### config.mk
export PLATFORM = sky130hd
export DESIGN_NAME = nibble_demux
export DESIGN_NICKNAME = d
export VERILOG_FILES = /design/src/rtl/nibble_demux_pkg.sv /design/src/rtl/demux_chan_fifo.sv /design/src/rtl/nibble_demux.sv
export SDC_FILE = /design/constraint.sdc
export NUM_CORES = 1
export LEC_CHECK = 0
export CORE_MARGIN = 10
export CORE_UTILIZATION = 42
export DETAILED_ROUTE_END_ITERATION = 10
export HOLD_SLACK_MARGIN = 0.1
export PLACE_DENSITY = 0.77
export SYNTH_ARGS = -nofsm -noshare
export SYNTH_HDL_FRONTEND = slang
export SYNTH_SLANG_ARGS = --single-unit
### constraint.sdc
create_clock -name CLOCK_50 -period 1.5 [get_ports CLOCK_50]
set_input_delay 0.45 -clock CLOCK_50 [delete_from_list [all_inputs] [get_ports CLOCK_50]]
set_output_delay 0.45 -clock CLOCK_50 [all_outputs]
set_load 0.01 [all_outputs]
### src/rtl/nibble_demux_pkg.sv
// nibble_demux shared constants and types.
// Build option: NIBBLE_DEMUX_STATS_EN enables per-channel accepted-beat counters.
package nibble_demux_pkg;
  localparam logic CH_X  = 1'b0;
  localparam logic CH_Y  = 1'b1;
  localparam int   DEPTH = 2;
  localparam int   CNT_W = 8;

  typedef logic [1:0] occ_t;

  localparam occ_t OCC_FULL = occ_t'(DEPTH);
endpackage

### src/rtl/demux_chan_fifo.sv
// Two-entry channel FIFO with registered head and optional push counter.
// Build option: NIBBLE_DEMUX_STATS_EN builds the saturating counter.
module demux_chan_fifo
  import nibble_demux_pkg::*;
#(
  parameter int WIDTH = 4
) (
  input  logic             clk_i,
  input  logic             rst_i,
  input  logic             push_i,
  input  logic [WIDTH-1:0] data_i,
  output logic             full_o,
  output logic             valid_o,
  input  logic             ready_i,
  output logic [WIDTH-1:0] data_o,
  output logic [CNT_W-1:0] count_o
);

  logic [WIDTH-1:0] mem_q [DEPTH];
  logic             wr_ptr_q, wr_ptr_d;
  logic             rd_ptr_q, rd_ptr_d;
  occ_t             occ_q, occ_d;
  logic             push, pop;

  assign full_o  = (occ_q == OCC_FULL);
  assign valid_o = (occ_q != '0);
  assign data_o  = mem_q[rd_ptr_q];

  assign push = push_i & ~full_o;
  assign pop  = valid_o & ready_i;

  always_comb begin
    occ_d    = occ_q;
    wr_ptr_d = wr_ptr_q ^ push;
    rd_ptr_d = rd_ptr_q ^ pop;
    unique case ({push, pop})
      2'b10:   occ_d = occ_q + 2'd1;
      2'b01:   occ_d = occ_q - 2'd1;
      default: occ_d = occ_q;
    endcase
  end

  always_ff @(posedge clk_i or posedge rst_i) begin
    if (rst_i) begin
      occ_q    <= '0;
      wr_ptr_q <= 1'b0;
      rd_ptr_q <= 1'b0;
      for (int i = 0; i < DEPTH; i++) mem_q[i] <= '0;
    end else begin
      occ_q    <= occ_d;
      wr_ptr_q <= wr_ptr_d;
      rd_ptr_q <= rd_ptr_d;
      if (push) mem_q[wr_ptr_q] <= data_i;
    end
  end

`ifdef NIBBLE_DEMUX_STATS_EN
  logic [CNT_W-1:0] cnt_q, cnt_d;

  // Saturate rather than wrap so a stuck stream stays visible.
  always_comb begin
    cnt_d = cnt_q;
    if (push && cnt_q != '1) cnt_d = cnt_q + CNT_W'(1);
  end

  always_ff @(posedge clk_i or posedge rst_i) begin
    if (rst_i) cnt_q <= '0;
    else       cnt_q <= cnt_d;
  end

  assign count_o = cnt_q;
`else
  assign count_o = '0;
`endif

endmodule

### src/rtl/nibble_demux.sv
// Steers a select-tagged beat stream into X and Y channel FIFOs.
// Build option: NIBBLE_DEMUX_STATS_EN enables x_count/y_count.
module nibble_demux
  import nibble_demux_pkg::*;
#(
  parameter int WIDTH = 4
) (
  input  logic             CLOCK_50,
  input  logic             reset,
  input  logic [WIDTH-1:0] in_data,
  input  logic             in_sel,
  input  logic             in_valid,
  output logic             in_ready,
  output logic [WIDTH-1:0] x_data,
  output logic             x_valid,
  input  logic             x_ready,
  output logic [WIDTH-1:0] y_data,
  output logic             y_valid,
  input  logic             y_ready,
  output logic [CNT_W-1:0] x_count,
  output logic [CNT_W-1:0] y_count
);

  logic x_full, y_full;
  logic x_push, y_push;
  logic accept;

  // Only combinational path: in_sel picks which full flag gates in_ready.
  assign in_ready = (in_sel == CH_Y) ? ~y_full : ~x_full;
  assign accept   = in_valid & in_ready;
  assign x_push   = accept & (in_sel == CH_X);
  assign y_push   = accept & (in_sel == CH_Y);

  demux_chan_fifo #(.WIDTH(WIDTH)) u_x_fifo (
    .clk_i   (CLOCK_50),
    .rst_i   (reset),
    .push_i  (x_push),
    .data_i  (in_data),
    .full_o  (x_full),
    .valid_o (x_valid),
    .ready_i (x_ready),
    .data_o  (x_data),
    .count_o (x_count)
  );

  demux_chan_fifo #(.WIDTH(WIDTH)) u_y_fifo (
    .clk_i   (CLOCK_50),
    .rst_i   (reset),
    .push_i  (y_push),
    .data_i  (in_data),
    .full_o  (y_full),
    .valid_o (y_valid),
    .ready_i (y_ready),
    .data_o  (y_data),
    .count_o (y_count)
  );

endmodule
After elaboration in Yosys (flattened, before gate mapping)
Index checks and enable logic that the tools add are counted.
{"block": "word_totals", "regBits": 24, "elab_cells": 65}
{"block": "op_classes", "add_sub_neg": 4, "magnitude_cmp": 6, "eq_ne": 6, "muxes": 15, "bitwise": 18, "reduce_logical": 6}
{"cell": "$mux 4", "n": 8}
{"cell": "$bwmux 8", "n": 2}
{"cell": "$demux 4 s1", "n": 2}
{"cell": "$eq 2x2->1 const B", "n": 4}
{"cell": "$ge 2x2->1 const B", "n": 4}
{"cell": "$not 1->2", "n": 4}
{"cell": "$pmux 2 s2", "n": 2}
{"cell": "$reduce_bool 2->1", "n": 4}
{"cell": "$and 1x1->1", "n": 7}
{"cell": "$add 2x1->2 const B", "n": 2}
{"cell": "$eq 2x1->1 const B", "n": 2}
{"cell": "$lt 2x1->1 const B", "n": 2}
{"cell": "$sub 2x1->2 const B", "n": 2}
{"cell": "$xor 1x1->1", "n": 4}
{"cell": "$not 1->1", "n": 3}
{"cell": "$logic_and 1x1->1", "n": 2}
{"cell": "$mux 1", "n": 1}

Logic depth before layout (Yosys ltp)
{"block": "logic_depth", "depth_word": 8, "depth_mapped": 7, "depth_no_buf": 7}

Cells and area by module
A second synthesis with hierarchy kept.
{"block": "hier_totals", "cells_unflattened": 103, "area_unflattened_um2": 1275.0}
{"mod": "demux_chan_fifo", "instances": 2, "cells_each": 50, "area_per_inst_um2": 624.3}
{"mod": "nibble_demux", "instances": 1, "cells_each": 3, "area_per_inst_um2": 26.3}

Worst setup path after synthesis
Ideal clock, no wire load.
{"block": "synth_timing", "path_kind": "reg2reg", "startpoint": "register u_y_fifo.occ_q[0]", "endpoint": "register u_y_fifo.occ_q[1]", "t_arrival_ps": 1378, "slack_ps": 42, "path_stages_with_launch": 6, "path_buffers": 0, "cell_sequence": "dfrtp_1 > or2_1 > and2_4 > ha_1 > nor2_1 > xor2_1"}
{"block": "synth_between", "elab_cells_between_ends": 14, "classes_between": "2 x add/sub; 3 x eq/ne; 2 x mux; 5 x bitwise; 2 x reduce/logical"}
{"item": "from (decl)", "line": "demux_chan_fifo.sv:22", "source": "occ_t occ_q, occ_d;"}
{"item": "from (signal assigned)", "line": "demux_chan_fifo.sv:45", "source": "occ_q <= '0;"}
{"item": "from (signal assigned)", "line": "demux_chan_fifo.sv:50", "source": "occ_q <= occ_d;"}
{"item": "$reduce_bool 2->1 (*)", "line": "demux_chan_fifo.sv:26", "source": "assign valid_o = (occ_q != '0);"}
{"item": "net y_valid", "line": "nibble_demux.sv:18", "source": "output logic y_valid,"}
{"item": "$and 1x1->1 (*)", "line": "demux_chan_fifo.sv:30", "source": "assign pop = valid_o & ready_i;"}
{"item": "$eq 2x1->1 or $eq 2x2->1 (tied branches)", "line": "demux_chan_fifo.sv:36", "source": "unique case ({push, pop})"}
{"item": "$pmux 2 s2 or $reduce_bool 2->1 (tied branches)"}
The timed path passes the listed nets; every way through them passes the cells marked *.
A chain may end at the register's enable or synchronous reset.

Worst setup path after layout
{"block": "layout_timing", "startpoint": "register u_x_fifo.rd_ptr_q", "endpoint": "output port x_data[0]"}
{"block": "layout_between", "elab_chain_cells": 4}
{"item": "from (decl)", "line": "demux_chan_fifo.sv:21", "source": "logic rd_ptr_q, rd_ptr_d;"}
{"item": "from (signal assigned)", "line": "demux_chan_fifo.sv:52", "source": "rd_ptr_q <= rd_ptr_d;"}
{"item": "$not 1->2 (not written as such)", "line": "demux_chan_fifo.sv:27", "source": "assign data_o = mem_q[rd_ptr_q];"}
{"item": "$mux 4 (not written as such) (3 in series)", "line": "demux_chan_fifo.sv:27"}
{"item": "to (decl)", "line": "nibble_demux.sv:14", "source": "output logic [WIDTH-1:0] x_data,"}
Every way passes these cells. The select of a mux whose other input is x is not followed.

==> impl_metrics.py <==
metrics = {
    "critical_path": {
        "cp.arrival_ns": 1.30,
        "cp_slowest_cell": "dfrtp_2",
        "cp-startpoint": "u_x_fifo.rd_ptr_q$_DFF_PP0_",
        "crit_family": "flip-flops",
        "max_stage_delay_ns": 0.45,
        "worstPathBufferInverterCount": 2,
        "cp_max_fo": 4,
        "path_cells": "buf_4, mux2_2, buf_6",
        "r2r_start": "u_y_fifo.occ_q[0]$_DFFE_PP0P_",
        "cp.required_ns": 1.05,
        "end_kind": "primary output",
        "path_class": "reg2out",
        "crit_path_start_kind": "flop",
    },
    "clock_tree": {
        "cts_buffers": 3,
        "cts_tree": "yes",
        "clockBufferDepth": 2,
        "ctsHoldBuffers": 0,
        "htreeDepth": 1,
        "insertion_delay_ns": 0.31,
        "cts_sinks": 24,
        "clk_pin_slew_ns": 0.13,
        "root_buffer": "clkbuf_4",
    },
    "sta": {
        "rsz0062_at_grt": "true",
        "hold_violations": 0,
        "fin_skew_ns": 0.00758,
        "fin_setup_tns_ns": -2.48,
        "finalWorstSetupSlack_ns": -0.249,
        "setup_viol_count_final": 21,
        "fmax_mhz": 572,
        "post-route-period-util": 1.17,
        "hold-worst-slack_ns": 0.463,
        "layout_min_cycle_time_ns": 1.75,
        "maxSlewViolCount": 0,
    },
    "synth": {
        "synth_cell_type_count": 15,
        "synth-edff-count": 0,
        "async_flop_share": 1.00,
        "netlist_area_sq_mm": 0.00124,
        "ys_seq_elements": 24,
        "synth_warnings": 0,
        "yosys-top-cells-area": "dfrtp_1 48%, mux2_2 23%, buf_4 9.6%",
        "postSynthAreaPerCell_sq_um": 12.8,
        "yosys-top-cells-count": "25 x mux2_2, 24 x dfrtp_1, 16 x buf_4, 7 x inv_1, 6 x ha_1",
        "netlist.area_leader.share": 0.482,
        "ys_seq_area_frac": 0.482,
        "syn_inst": 97,
        "synth_top_cell_by_area": "dfrtp_1",
        "synthMostInstantiatedCell": "mux2_2",
        "synth_flop_cell": "dfrtp_1",
    },
    "floorplan": {
        "dieArea_sq_mm": 0.00554,
        "core_area_sq_mm": 0.00281,
        "die_h_um": 74.4,
        "start_util": 0.444,
        "io_pins": 37,
        "fp.dieW_um": 74.4,
        "fp-row-count": 19,
    },
    "cells_and_area": {
        "final_layout_size_suffix_gt1_frac": 0.574,
        "final_core_util": 0.631,
        "antennaDiodeCount": 0,
        "syn_to_final_growth_pct": 42.1,
        "nets": 158,
    },
    "detailed_routing": {
        "vias": 779,
        "drtIter0Drc": 18,
        "route.detailed.drc": 0,
        "wl_um": 2570,
        "first_pass_iters": 4,
        "viasPerCell": 4.53,
        "wl_per_cell_um": 15.0,
        "antenna_left": 0,
    },
    "job": {
        "drv_cap": 0,
    },
    "power": {
        "p_int_mw": 2.59,
        "powerDensity_mw_per_mm2": 2140,
        "switching_share": 0.314,
        "combPwrFrac": 0.588,
        "p_seq_frac": 0.324,
        "ir_worst_vdd_v": 0.00122,
        "p_sw_mw": 1.19,
        "p_leak_nw": 0.832,
        "clockPowerShare": 0.088,
    },
    "global_routing": {
        "antenna_found_initial": 0,
        "gr-total-overflow": 0,
        "grt_usage": 0.101,
        "grt_pass1_vias": 894,
        "grt_max_degree": 25,
        "grt_first_pass_wirelength_um": 4290,
    },
    "worst_hold_path": {
        "hold_class": "in2async",
    },
    "place": {
        "place_congestion": 0.696,
        "hpwl_um": 1820,
        "numPortBuffers": 20,
    },
    "status": {
        "status": "finished, violations left",
        "violations": "setup timing",
    },
}
-- power groups by stage --
stage	clock network, mW	registers (mW)	logic [mW]
2_1_floorplan	0	1.16	0.959
3_3_place_gp	0	1.18	1.61
3_5_place_dp	0	1.21	1.66
4_1_cts	0.350	1.21	2.12
5_1_grt	0.373	1.28	2.42
6_report	0.333	1.23	2.22
-- metrics by stage --
step | std cells | power (mW) | area [sq um] | worst slack [ns]
after floorplan | 112 | 2.12 | 1300 | 0.0424
after global placement | 156 | 2.79 | 1490 | -0.696
after detailed placement | 156 | 2.86 | 1490 | -0.718
after CTS | 167 | 3.69 | 1720 | -0.277
after global routing | 172 | 4.08 | 1770 | -0.319
final | 172 | 3.78 | 1770 | -0.249
-- what timing repair did --
action | CTS | global route
pin swaps | 10 | 8
setup buffers | 7 | 5
resized for setup | 81 | 5
endpoints found under the setup margin | 29 | 13
endpoints found under the hold margin | 0 | 0
-- worst register-to-register path, cell delays in order (launching register included) --
cell and delay (ns):
dfrtp_1 0.42, buf_6 0.12, or2_4 0.24, and2_4 0.15, ha_4 0.16, xnor2_2 0.12, nor2_1 0.12, xor2_1 0.15
-- cell usage in the layout (no fill, tap or decap), types with 2 or more instances in the layout --
cell type        count
and2_4               2
buf_4               16
buf_6               16
clkbuf_4             3
clkdlybuf4s50_1      8
conb_1              16
dfrtp_1             21
dfrtp_2              3
ha_4                 6
inv_1                7
mux2_2              23
mux2_4               2
nand2b_4             2
or2_4                2
xnor2_1              2
xnor2_2              2
xor2_1               4
-- area by class of cell --
type	count	area, sq um
Tap cell	31	38.8
Fill cell	226	1040
Sequential cell	24	604
Inverter	7	26.3
Multi-Input combinational cell	65	674
Clock buffer	4	36.3
Timing Repair Buffer	41	389
-- sequential cells by signal, summed over array words and instances, names as in the netlist --
register,cells
u_x_fifo.rd_ptr_q,1
u_y_fifo.occ_q,2
u_y_fifo.wr_ptr_q,1
u_x_fifo.occ_q,2
u_x_fifo.wr_ptr_q,1
u_y_fifo.mem_q,8
u_x_fifo.mem_q,8
u_y_fifo.rd_ptr_q,1
-- routing by layer --
layer,vias to the layer above,part of all wire,global-route usage
met4,0,0.013,0.0378
met3,4,0.098,0.0412
li1,371,-,-
met5,-,0,0
met1,378,0.37,0.109
met2,26,0.52,0.175
-- path summary, 6_finish.rpt --
path	endpoint	slack (ns)	cells past startpoint
min in group CLOCK_50	u_x_fifo.mem_q[3]$_DFFE_PP0P_	0.52	1
max in group asynchronous	u_y_fifo.rd_ptr_q$_DFF_PP0_	0.78	3
setup / recovery	x_data[0]	-0.25	3
hold / removal	u_x_fifo.wr_ptr_q$_DFF_PP0_	0.46	3
hold reg to reg	u_x_fifo.mem_q[3]$_DFFE_PP0P_	0.52	1
setup reg to reg	u_y_fifo.occ_q[1]$_DFFE_PP0P_	-0.05	7
-- cell families after synthesis --
family                     synth area share
and+or+nand+nor                      0.0543
DFF                                   0.482
muxes                                 0.226
adders and majority gates            0.0603
xor gates and xnor gates             0.0563
buffers and inverters                 0.118
other                               0.00301
No activity file was read; power rests on OpenSTA's default activity.
